===== config.mk =====
export PLATFORM = sky130hd
export DESIGN_NAME = ps2_mouse_packet_rx
export DESIGN_NICKNAME = d
export VERILOG_FILES = /design/src/rtl/ps2_pkg.sv /design/src/rtl/ps2_mouse_packet_rx_frame.sv /design/src/rtl/ps2_mouse_packet_rx.sv
export SDC_FILE = /design/constraint.sdc
export NUM_CORES = 1
export LEC_CHECK = 0
export CORE_MARGIN = 4
export CORE_UTILIZATION = 30
export CTS_BUF_LIST = sky130_fd_sc_hd__clkbuf_8
export DETAILED_ROUTE_END_ITERATION = 12
export PLACE_DENSITY = 0.46
export SYNTH_ARGS = -nofsm -noshare
export SYNTH_HDL_FRONTEND = slang
export SYNTH_SLANG_ARGS = --single-unit

===== constraint.sdc =====
create_clock -name clk -period 6.62 [get_ports clk]
set_input_delay 1.324 -clock clk [delete_from_list [all_inputs] [get_ports clk]]
set_output_delay 1.324 -clock clk [all_outputs]
set_load 0.02 [all_outputs]

===== src/rtl/ps2_pkg.sv =====
// Shared constants, byte-receiver state type and packet layout for the PS/2 mouse receiver.
package ps2_pkg;

   localparam int PS2_FRAME_BITS = 11;
   localparam int PS2_PKT_BYTES  = 3;
   localparam int PS2_SYNC_BIT   = 3;

   localparam int BTN_L = 16;
   localparam int BTN_R = 17;
   localparam int X_LSB = 8;
   localparam int Y_LSB = 0;

   typedef enum logic [1:0] {
      IDLE = 2'd0,
      RECV = 2'd1,
      STOP = 2'd2
   } byte_state_t;

   typedef struct packed {
      logic [7:0] status;
      logic [7:0] x_delta;
      logic [7:0] y_delta;
   } pkt_t;

   // Data plus parity bit must carry an odd number of ones.
   function automatic logic parity_ok(input logic [8:0] data_par);
      return ^data_par;
   endfunction

endpackage


===== src/rtl/ps2_mouse_packet_rx_frame.sv =====
// PS/2 frame receiver: synchroniser, clock glitch filter, falling-edge sampler, 11-bit frame check.
// Latency: byte_valid/byte_err/start_err registered one clk after the filtered edge carrying the bit.
// Backpressure: none; the device cannot be stalled, each result is a single-cycle strobe.
module ps2_frame_rx
   import ps2_pkg::*;
#(
   parameter int FILTER_LEN = 8
) (
   input  logic       clk,
   input  logic       reset,
   input  logic       ps2_clk,
   input  logic       ps2_data,
   input  logic       abort,
   output logic       fall,
   output logic       busy,
   output logic       byte_valid,
   output logic [7:0] byte_data,
   output logic       byte_err,
   output logic       start_err
);

   localparam int CW = (FILTER_LEN > 2) ? $clog2(FILTER_LEN) : 1;
   localparam int BW = $clog2(PS2_FRAME_BITS);

   logic [1:0]    clk_sync;
   logic [1:0]    dat_sync;
   logic          clk_s;
   logic          dat_s;
   logic          filt_clk;
   logic          filt_clk_d;
   logic [CW-1:0] filt_cnt;

   byte_state_t   state_q, state_d;
   logic [BW-1:0] bit_cnt_q, bit_cnt_d;
   logic [8:0]    shreg_q, shreg_d;
   logic          valid_d, err_d, start_err_d;
   logic [7:0]    data_d;

   assign clk_s = clk_sync[1];
   assign dat_s = dat_sync[1];
   assign fall  = filt_clk_d & ~filt_clk;
   assign busy  = (bit_cnt_q != '0);

   always_ff @(posedge clk or posedge reset) begin
      if (reset) begin
         clk_sync   <= 2'b11;
         dat_sync   <= 2'b11;
         filt_clk   <= 1'b1;
         filt_clk_d <= 1'b1;
         filt_cnt   <= '0;
      end else begin
         clk_sync   <= {clk_sync[0], ps2_clk};
         dat_sync   <= {dat_sync[0], ps2_data};
         filt_clk_d <= filt_clk;
         // The filtered clock only moves after FILTER_LEN consecutive disagreeing samples.
         if (clk_s == filt_clk) begin
            filt_cnt <= '0;
         end else if (filt_cnt == CW'(FILTER_LEN - 1)) begin
            filt_clk <= clk_s;
            filt_cnt <= '0;
         end else begin
            filt_cnt <= filt_cnt + CW'(1);
         end
      end
   end

   always_ff @(posedge clk or posedge reset) begin
      if (reset) begin
         state_q    <= IDLE;
         bit_cnt_q  <= '0;
         shreg_q    <= '0;
         byte_valid <= 1'b0;
         byte_err   <= 1'b0;
         start_err  <= 1'b0;
         byte_data  <= '0;
      end else begin
         state_q    <= state_d;
         bit_cnt_q  <= bit_cnt_d;
         shreg_q    <= shreg_d;
         byte_valid <= valid_d;
         byte_err   <= err_d;
         start_err  <= start_err_d;
         byte_data  <= data_d;
      end
   end

   always_comb begin
      state_d     = state_q;
      bit_cnt_d   = bit_cnt_q;
      shreg_d     = shreg_q;
      valid_d     = 1'b0;
      err_d       = 1'b0;
      start_err_d = 1'b0;
      data_d      = byte_data;
      if (abort) begin
         state_d   = IDLE;
         bit_cnt_d = '0;
      end else if (fall) begin
         case (state_q)
            IDLE: begin
               if (dat_s) begin
                  start_err_d = 1'b1;
               end else begin
                  state_d   = RECV;
                  bit_cnt_d = BW'(1);
               end
            end
            RECV: begin
               // Data bits then parity shift in from the top; LSB ends at shreg[0].
               shreg_d   = {dat_s, shreg_q[8:1]};
               bit_cnt_d = bit_cnt_q + BW'(1);
               if (bit_cnt_q == BW'(PS2_FRAME_BITS - 2)) begin
                  state_d = STOP;
               end
            end
            STOP: begin
               state_d   = IDLE;
               bit_cnt_d = '0;
               if (dat_s && parity_ok(shreg_q)) begin
                  valid_d = 1'b1;
                  data_d  = shreg_q[7:0];
               end else begin
                  err_d = 1'b1;
               end
            end
            default: begin
               state_d   = IDLE;
               bit_cnt_d = '0;
            end
         endcase
      end
   end

endmodule


===== src/rtl/ps2_mouse_packet_rx.sv =====
// PS/2 mouse stream receiver: aligns decoded bytes into 3-byte packets and loads record.
// Latency: record/finished update one clk after the frame receiver reports the third byte.
// Backpressure: none; record is overwritten by each new packet, finished is a one-cycle strobe.
module ps2_mouse_packet_rx
   import ps2_pkg::*;
#(
   parameter int CLK_HZ     = 100_000_000,
   parameter int TIMEOUT_US = 2000,
   parameter int FILTER_LEN = 8
) (
   input  logic        clk,
   input  logic        reset,
   input  logic        ps2_clk,
   input  logic        ps2_data,
   output logic [31:0] record,
   output logic        finished,
   output logic        frame_err
);

   localparam int TIMEOUT_CYCLES = CLK_HZ / 1_000_000 * TIMEOUT_US;
   localparam int TW             = $clog2(TIMEOUT_CYCLES + 1);

   logic          fall;
   logic          frame_busy;
   logic          byte_valid;
   logic [7:0]    byte_data;
   logic          byte_err;
   logic          start_err;
   logic          timeout_hit;
   logic          abort;
   logic [TW-1:0] to_cnt;
   logic [1:0]    byte_idx;
   logic [7:0]    b0;
   logic [7:0]    b1;
   pkt_t          pkt;

   ps2_frame_rx #(
      .FILTER_LEN (FILTER_LEN)
   ) u_frame (
      .clk        (clk),
      .reset      (reset),
      .ps2_clk    (ps2_clk),
      .ps2_data   (ps2_data),
      .abort      (abort),
      .fall       (fall),
      .busy       (frame_busy),
      .byte_valid (byte_valid),
      .byte_data  (byte_data),
      .byte_err   (byte_err),
      .start_err  (start_err)
   );

   // A clock edge in the same cycle always beats the timeout.
   assign timeout_hit = !fall && (to_cnt == TW'(TIMEOUT_CYCLES - 1));
   assign abort       = timeout_hit && frame_busy;

   always_ff @(posedge clk or posedge reset) begin
      if (reset) begin
         to_cnt <= '0;
      end else if (fall) begin
         to_cnt <= '0;
      end else if (to_cnt != TW'(TIMEOUT_CYCLES)) begin
         to_cnt <= to_cnt + TW'(1);
      end
   end

   assign pkt = '{status: b0, x_delta: b1, y_delta: byte_data};

   always_ff @(posedge clk or posedge reset) begin
      if (reset) begin
         record    <= '0;
         finished  <= 1'b0;
         frame_err <= 1'b0;
         byte_idx  <= '0;
         b0        <= '0;
         b1        <= '0;
      end else begin
         finished  <= 1'b0;
         frame_err <= 1'b0;
         if (timeout_hit) begin
            byte_idx  <= '0;
            frame_err <= frame_busy;
         end else if (byte_err) begin
            byte_idx  <= '0;
            frame_err <= 1'b1;
         end else if (start_err) begin
            frame_err <= 1'b1;
         end else if (byte_valid) begin
            // The sync bit of the status byte is the only packet-alignment marker.
            if (byte_idx == 2'd0 && !byte_data[PS2_SYNC_BIT]) begin
               frame_err <= 1'b1;
            end else if (byte_idx == 2'(PS2_PKT_BYTES - 1)) begin
               record   <= {8'h00, pkt};
               finished <= 1'b1;
               byte_idx <= '0;
            end else begin
               if (byte_idx == 2'd0) begin
                  b0 <= byte_data;
               end else begin
                  b1 <= byte_data;
               end
               byte_idx <= byte_idx + 2'd1;
            end
         end
      end
   end

endmodule

==> After elaboration in Yosys (flattened, before gate mapping) <==
Index checks and enable logic that the tools add are counted.
{ "totals": {"wordCells": 109, "regBits": 97} }
{ "classes": {"n_addsub": 4, "n_eq_ne": 12, "reduce_logical": 22, "muxes": 42, "n_bitwise": 10} }
{ "ops": {"columns": ["op", "count"], "rows": [
  ["18-bit two-way mux", 2],
  ["1-bit two-way mux", 23],
  ["2-bit two-way mux", 10],
  ["18-bit by 1-bit adder with 18-bit output (second input constant)", 1],
  ["18-bit == test (second input constant)", 1],
  ["18-bit != test (second input constant)", 1],
  ["7-bit AND reduction", 2],
  ["4-bit two-way mux", 3],
  ["3-bit by 2-bit != test with 1-bit output (second input constant)", 3],
  ["1-bit inverter", 9],
  ["3-bit AND reduction", 3],
  ["9-bit parity", 1],
  ["4-bit case mux with 2 select lines", 1],
  ["3-bit two-way mux", 2],
  ["6-bit AND reduction", 1],
  ["4-bit by 1-bit adder with 4-bit output (second input constant)", 1],
  ["2-bit == test (second input constant)", 2],
  ["4-bit == test (second input constant)", 1],
  ["1-bit logical AND", 4],
  ["2-bit logical NOT", 2],
  ["2-bit case mux with 2 select lines", 1],
  ["2-bit AND reduction", 2],
  ["4-bit AND reduction", 1],
  ["2-bit nonzero test", 2],
  ["10 further kinds", 11]
]} }

==> Depth between registers and ports, before layout <==
Gate-level depths: netlist of run 1.
{ "logic_depth": {"word_depth": 7, "ltp_mapped": 7, "mapped_depth_nobuf": 5} }

==> By module <==
From an unflattened synthesis of run 1, not the netlist that was laid out.
{ "hier_totals": {"hier_cells": 330, "hier_area_um2": 4340.4} }
{ "by_module_without_submodules": {"columns": ["mod", "n_inst", "area_per_inst_um2", "cells_each", "seq_area_each_um2"], "rows": [
  ["ps2_mouse_packet_rx", 1, 2791.4, 216, 1551.5],
  ["ps2_frame_rx", 1, 1549.0, 114, 883.3]
]} }

==> Worst setup path after synthesis of run 1 <==
OpenSTA, ideal clock, no wires.
{ "synth_timing": {"path_type": "reg-to-reg", "start": "register u_frame.filt_clk", "end": "register record[10]", "t_required_ns": 6.495, "arrival_time_ns": 1.921, "stages_incl_launch_ff": 7, "n_path_buf": 2, "synth_period_minus_slack_ns": 2.045, "setup_slack_ns": 4.575, "setup_ns": 0.125, "path_cell_list": "dfstp_2 -> nand2b_1 -> buf_2 -> nand4_1 -> o21ai_2 -> buf_6 -> mux2_2"} }
{ "synth_between": {"elab_chain_len": 6} }
{ "synth_lines": {"columns": ["item", "line_no", "source"], "rows": [
  ["from (decl)", "ps2_mouse_packet_rx_frame.sv:29", "logic filt_clk;"],
  ["from (signal assigned)", "ps2_mouse_packet_rx_frame.sv:59", "filt_clk <= clk_s;"],
  ["1-bit inverter", "ps2_mouse_packet_rx_frame.sv:41", "assign fall = filt_clk_d & ~filt_clk;"],
  ["1-bit AND", "ps2_mouse_packet_rx_frame.sv:41", null],
  ["1-bit logical NOT", "ps2_mouse_packet_rx.sv:54", "assign timeout_hit = !fall && (to_cnt == TW'(TIMEOUT_CYCLES - 1));"],
  ["1-bit logical AND", "ps2_mouse_packet_rx.sv:54", null],
  ["1-bit inverter (no source line)", null, null],
  ["6-bit AND reduction (no source line)", null, null],
  ["to (signal assigned)", "ps2_mouse_packet_rx.sv:93", "record <= {8'h00, pkt};"],
  ["to (decl)", "ps2_mouse_packet_rx.sv:15", "output logic [31:0] record,"]
]} }
No other way between the ends.
A chain may end at the register's enable or synchronous reset.

==> Worst setup path after layout of run 1 <==
{ "layout_timing": {"start": "register record[14]", "end": "output port record[14]"} }
No word-level cell between the ends.

==> metrics, run 1 <==
result of the run finished, final reports clean; stages on the worst setup path 1; count of final setup violators 0; leak pwr 0.00224 uW; arrival time reported for the critical path endpoint between 1 and 1.5 ns; Net Switching 369 uW; die outline area approximately 16000 sq um; netlist area before placement roughly 4300 sq um; instance count of the mapped netlist 330; last element of the critical path record[14]; Core ar. between 10000 and 15000 sq um; Worst R2R Path Depth 5; clock slew at the register clock pins of the worst setup and hold paths 0.10 ns; post-layout instance count excluding filler cells about 550; Reg2Reg Setup Slack ~4.2 ns; average cell area after synthesis 12.9 sq um; number of cell rows 43; final routed DRC violation total 0; CTS max path bufs 2; worst min-delay path class reg -> reg; proportion of register bits with asynchronous set or reset after synthesis 100%; portion of total power attributed to the clock network about 28%; final setup TNS 0 ns; part of the total power dissipated in sequential elements a little under three fifths; Yosys warning count 0; via count of the first global-routing pass 2600; uppermost signal routing layer after detailed routing met4; power density over the cells 256 nW/um^2; sum of net half-perimeters after detailed placement just over 5000 microns; Post-Place Cells between 500 and 600; EDFF count, synth 0; unrepaired setup endpoints after global routing false; shortest period the worst path allows roughly 2.7 ns; height of the chip around 130 microns; total number of nets in the final design 373; Worst-Skew Late Latency approximately 0.36 ns; clock tree root buffer cell clkbuf_8; die outline width roughly 130 microns; post-route ant nets 0; transition time of the tightest slew-check pin 0.949 ns; initial core utilization between 30% and 40%; simple-gate portion of the synthesized area 11.7%; met2 wire length ~3600 microns; leftover overflow at the end of global routing 0; portion of the post-synthesis area used by sequential elements a little under three fifths; compound-gate portion of the synthesized area under 10%; capture point of the worst reg-to-reg path record[5]$_DFFE_PP0P_; quantity of I/O buffers inserted on ports 29; Detailed Routing Iterations Pass 1 4; startpoint of the most critical setup path record[14]$_DFFE_PP0P_; total count of max-transition violations in the final report 0; DRT met1 WL 3660 microns; area share of xor/xnor cells in the synthesized design roughly 3.7%; via count 2517; number of gates given a new drive strength after cts 0; slowest stage cell, crit path clkdlybuf4s50_1; CTS sink count 97; worst-path fanout max 2; register bit total from synthesis a little under 100; required time at the worst-slack endpoint ~5.3 ns; worst slew margin relative to its limit 36.8%; clock tree from TritonCTS done; final antenna diode count 0; hold buffers post-CTS 0; dpl ws 3.63 ns; length of routed met3 wiring about 230 microns; routed wire length ~7600 microns; critical path's top delay family buffers and inverters; overall global routing resource usage around a tenth; Post-CTS Setup Inserts 0; average detailed-routed wire length per instance ~14 microns; share of cells above drive strength 1 between 20 and 25%; TritonCTS buffer count 9; Int Pwr just under 900 uW; maximum number of pins on one net before global-route repair 76; final number of hold-violating endpoints 0; First DRT Iteration DRCs between 100 and 150; critical path cell sequence clkdlybuf4s50_1; Top FF cell, synth dfrtp_1; Synth cell types 47; Fmax achieved 0.373 GHz; mux share of post-synthesis cell area approximately 17%; area grow syn2layout 14.9%; fraction of the cycle the final worst path needs between 40% and 50%; combinational family with the most area after synthesis multiplexers; Synth Area in Adders slightly above 2%; antenna violations before repair 0; number of top-level pins 38; peak supply drop between 0.1 and 0.15 mV; crit end category output pin; Max Cap Violations 0; post-route setup slack roughly 3.9 ns; most frequent cells in the layout dfrtp_1, mux2_2, clkdlybuf4s50_1; placer congestion estimate just under 0.8; global-route wire length before repair between 10000 and 15000 microns; Switching Share between 20% and 30%; Layout Skew 0.00853 ns; startpoint types register; worst path bufs/invs 1; Crit Reg-Reg Startpoint u_frame.filt_clk$_DFFE_PP1P_; commonest non-fill, non-tap cell in the layout dfrtp_1; Gate power share between 10% and 20%; DR vias/cell 4.60; maximum cell stage delay along the critical path between 0.6 and 0.7 ns; kind of critical path reg -> out; Max H-tree Level 3
[flip-flops by register name (all words and copies together) (netlist names), 2 cells and up]
| signal | flops |
|---|---|
| byte_idx | 2 |
| to_cnt | 18 |
| u_frame.clk_sync | 2 |
| b1 | 8 |
| u_frame.byte_data | 8 |
| record | 24 |
| u_frame.bit_cnt_q | 4 |
| u_frame.shreg_q | 9 |
| u_frame.filt_cnt | 3 |
| u_frame.state_q | 2 |
| b0 | 8 |
| u_frame.dat_sync | 2 |
[power groups by stage]
stage	registers, uW	clock network, uW	logic [uW]
floorplan	693	0	176
global placement	711	0	202
detailed placement	711	0	204
CTS	700	374	205
global route	708	398	230
finish	700	352	199
[per-stage QoR]
step	hold WS [ns]	area (sq um)	utilization (%)	total power (uW)
6_report	0.359	4890	35.3	1250
5_1_grt	0.368	4890	35.3	1340
4_1_cts	0.361	4890	35.3	1280
3_5_place_dp	0.347	4710	33.9	916
3_3_place_gp	0.347	4710	33.9	913
2_1_floorplan	0.345	4290	-	869
[kinds of logic (layout without fill, tap and decap cells)]
group | count (synthesis) | in the layout
flops | 97 | 97
simple gates | 87 | 87
mux | 61 | 61
compound gates | 32 | 32
buf+inv | 30 | 60
xor+xnor | 15 | 15
fa+ha+maj | 7 | 7
other cells | 1 | 8
[area by class of cell]
type                            count  area [sq um]
Clock buffer                       10           138
Clock inverter                      6          43.8
Fill cell                        1379          8990
Inverter                           12          47.5
Multi-Input combinational cell    210          1690
Sequential cell                    97          2430
Tap cell                          180           225
Timing Repair Buffer               32           313
[worst reg2reg max path, stage by stage (launching register included)]
cell      delay, ns
dfstp_2        0.58
nand2b_1       0.32
nand4_1        0.40
o21ai_2        0.24
buf_4          0.34
mux2_2         0.38
[per-layer routing]
metal / track usage [%] / up-vias
met5: 0 / -
met4: 3.60 / 0
met3: 2.68 / 8
met2: 15.9 / 28
met1: 13.4 / 1270
li1: - / 1211
[worst min-delay path by stage]
stage | start | to | slack [ns] | depth (start not counted)
after detailed placement | u_frame.dat_sync[0]$_DFF_PP1_ | u_frame.dat_sync[1]$_DFF_PP1_ | 0.35 | 0
after floorplan | u_frame.clk_sync[0]$_DFF_PP1_ | u_frame.clk_sync[1]$_DFF_PP1_ | 0.35 | 0
final | u_frame.clk_sync[0]$_DFF_PP1_ | u_frame.clk_sync[1]$_DFF_PP1_ | 0.36 | 0
after global routing | u_frame.clk_sync[0]$_DFF_PP1_ | u_frame.clk_sync[1]$_DFF_PP1_ | 0.37 | 0
after global placement | u_frame.dat_sync[0]$_DFF_PP1_ | u_frame.dat_sync[1]$_DFF_PP1_ | 0.35 | 0
after CTS | u_frame.dat_sync[0]$_DFF_PP1_ | u_frame.dat_sync[1]$_DFF_PP1_ | 0.36 | 0
[synth_stat cells, types with 3 or more instances]
cell type	number	area (sq um)
inv_1	12	45.0
nand4_1	7	43.8
ha_1	7	87.6
xnor2_1	9	78.8
or4_1	4	30.0
nor2_1	18	67.6
buf_4	8	60.1
nand3_1	5	25.0
mux2_2	49	552
dfrtp_1	91	2280
nor2b_1	3	18.8
o21ai_0	6	30.0
nand2_1	12	45.0
xor2_1	4	35.0
dfstp_2	6	158
clkbuf_1	5	18.8
or3_1	5	31.3
mux2_4	8	120
nand3b_1	3	22.5
nor3_1	6	30.0
a21oi_1	17	85.1
nand2b_1	5	31.3
o31ai_1	4	30.0
mux2i_1	3	30.0
nor4_1	4	25.0
No activity file was read; power rests on OpenSTA's default activity.
==> run 2: changes to the inputs <==
--- a/config.mk
+++ b/config.mk
@@ -9,7 +9,7 @@
 export CORE_UTILIZATION = 30
 export CTS_BUF_LIST = sky130_fd_sc_hd__clkbuf_8
 export DETAILED_ROUTE_END_ITERATION = 12
-export PLACE_DENSITY = 0.46
+export PLACE_DENSITY = 0.48
 export SYNTH_ARGS = -nofsm -noshare
 export SYNTH_HDL_FRONTEND = slang
 export SYNTH_SLANG_ARGS = --single-unit
==> constraint.sdc (replaced) <==
create_clock -name clk -period 2.26 [get_ports clk]
set_input_delay 0.452 -clock clk [delete_from_list [all_inputs] [get_ports clk]]
set_output_delay 0.452 -clock clk [all_outputs]
set_load 0.02 [all_outputs]
==> metrics, run 2 (synthesis results as in run 1) <==
result of the run finished, final reports clean; maximum number of pins on one net before global-route repair between 90 and 100; average detailed-routed wire length per instance roughly 14 microns; via count between 2000 and 3000; slowest stage cell, crit path xnor3_1; part of the total power dissipated in sequential elements a little over half; biggest registers after layout record (24), to_cnt (18), u_frame.shreg_q (9); fraction of the cycle the final worst path needs between 90% and 100%; Reg2Reg Setup Slack ~0.18 ns; total number of nets in the final design 382; leak pwr roughly 0.0023 uW; antenna violations before repair 0; Worst-Skew Late Latency around 0.37 ns; total count of max-transition violations in the final report 0; number of cell rows 43; overall global routing resource usage approximately 10%; die outline area 16200 sq um; transition time of the tightest slew-check pin ~0.53 ns; Gate power share around 17%; share of cells above drive strength 1 approximately a quarter; count of final setup violators 0; leftover overflow at the end of global routing 0; critical path's top delay family multiplexers; portion of total power attributed to the clock network between 30% and 40%; clock tree root buffer cell clkbuf_8; DR vias/cell roughly 4.7; global-route wire length before repair roughly 13000 microns; shortest period the worst path allows 2.08 ns; clock slew at the register clock pins of the worst setup and hold paths ~0.090 ns; most frequent cells in the layout dfrtp_1, mux2_2, clkdlybuf4s50_1; Layout Skew approximately 0.0063 ns; startpoint types register; Max Cap Violations 0; maximum cell stage delay along the critical path 0.42 ns; Max H-tree Level 3; post-layout instance count excluding filler cells roughly 560; number of top-level pins 38; Detailed Routing Iterations Pass 1 4; top register by number of flip-flops record; final number of hold-violating endpoints 0; post-route ant nets 0; final setup TNS 0 ns; Post-CTS Setup Inserts 0; unrepaired setup endpoints after global routing false; worst-path fanout max 9; # fillers approximately 1400; launch point of the worst hold path u_frame.clk_sync[0]$_DFF_PP1_; height of the chip around 130 microns; sum of net half-perimeters after detailed placement approximately 5200 microns; critical path cell sequence xnor3_1, or3b_1, mux2i_4, mux2_4; max reg flops 24; Core ar. roughly 14000 sq um; via count of the first global-routing pass 2644; First DRT Iteration DRCs 117; Hold Path End u_frame.clk_sync[1]$_DFF_PP1_; clock tree from TritonCTS done; CTS max path bufs 2; crit end category register; power density over the cells between 700 and 800 nW/um^2; Switching Share around 28%; TritonCTS buffer count 9; final routed DRC violation total 0; commonest non-fill, non-tap cell in the layout dfrtp_1; capture point of the worst reg-to-reg path u_frame.byte_data[2]$_DFFE_PP0P_; arrival time reported for the critical path endpoint between 2 and 2.5 ns; Crit Reg-Reg Startpoint u_frame.shreg_q[0]$_DFFE_PP0P_; Post-Place Cells 540; hold buffers post-CTS 0; Worst Hold Path Cells 0; CTS sink count 97; final antenna diode count 0; Net Switching ~1100 uW; Worst R2R Path Depth 4; worst path bufs/invs 0; worst min-delay path class reg -> reg; number of gates given a new drive strength after cts 0; worst slew margin relative to its limit between 60% and 70%; required time at the worst-slack endpoint roughly 2.5 ns; Fmax achieved approximately 0.48 GHz; Int Pwr around 2800 uW; initial core utilization 30.7%; kind of critical path reg -> reg; routed wire length about 7700 microns; die outline width 127 microns; quantity of I/O buffers inserted on ports 29; peak supply drop between 0.3 and 0.4 mV; area grow syn2layout 17.9%; placer congestion estimate about 0.7; total power consumption of the routed design roughly 3900 uW
run 2: worst max-delay path by stage:
stage                                                  end                            from  depth (start not counted)
final                     u_frame.byte_data[2]$_DFFE_PP0P_  u_frame.shreg_q[0]$_DFFE_PP0P_                          4
after global routing      u_frame.byte_data[2]$_DFFE_PP0P_  u_frame.shreg_q[0]$_DFFE_PP0P_                          4
after CTS                 u_frame.byte_data[2]$_DFFE_PP0P_  u_frame.shreg_q[0]$_DFFE_PP0P_                          4
after detailed placement  u_frame.byte_data[5]$_DFFE_PP0P_  u_frame.shreg_q[0]$_DFFE_PP0P_                          4
after global placement    u_frame.byte_data[0]$_DFFE_PP0P_  u_frame.shreg_q[0]$_DFFE_PP0P_                          4
after floorplan                     record[10]$_DFFE_PP0P_    u_frame.filt_clk$_DFFE_PP1P_                          6
run 2: layout make-up:
| class | instances | area (sq um) | share of cell area (%) |
|---|---|---|---|
| Clock buffer | 9 | 124 | 2.47 |
| Clock inverter | 7 | 92.6 | 1.84 |
| Inverter | 12 | 48.8 | 0.972 |
| Multi-Input combinational cell | 210 | 1690 | 33.7 |
| Sequential cell | 97 | 2430 | 48.5 |
| Tap cell | 180 | 225 | 4.48 |
| Timing Repair Buffer | 41 | 405 | 8.07 |
run 2: power groups by stage:
stage | combinational (uW) | clock [uW] | sequential (uW)
floorplan | 515 | 0 | 2030
global placement | 651 | 0 | 2070
detailed placement | 665 | 0 | 2080
CTS | 666 | 1290 | 2050
global route | 746 | 1360 | 2070
finish | 650 | 1230 | 2040
run 2: layer usage:
| metal | vias up | track usage (%) | wire (microns) |
|---|---|---|---|
| li1 | 1237 | - | - |
| met1 | 1312 | 13.1 | 3630 |
| met2 | 36 | 16.3 | 3630 |
| met3 | 10 | 3.64 | 284 |
| met4 | 0 | 3.60 | 128 |
| met5 | - | 0 | 0 |
run 2: worst register-to-register path: cells and delay by family (launching register included):
family | cells | cell delay (ns)
mux | 2 | 0.75
xor+xnor | 1 | 0.42
simple gates | 1 | 0.40
flops | 1 | 0.41
run 2: metrics by stage:
stage / util, % / worst slack (ns) / hold WS [ns] / area [sq um]
2_1_floorplan: - / 0.215 / 0.345 / 4290
3_3_place_gp: 34.6 / 0.193 / 0.346 / 4810
3_5_place_dp: 34.6 / 0.174 / 0.349 / 4810
4_1_cts: 36.2 / 0.155 / 0.363 / 5020
5_1_grt: 36.2 / 0.102 / 0.370 / 5020
6_report: 36.2 / 0.176 / 0.360 / 5020
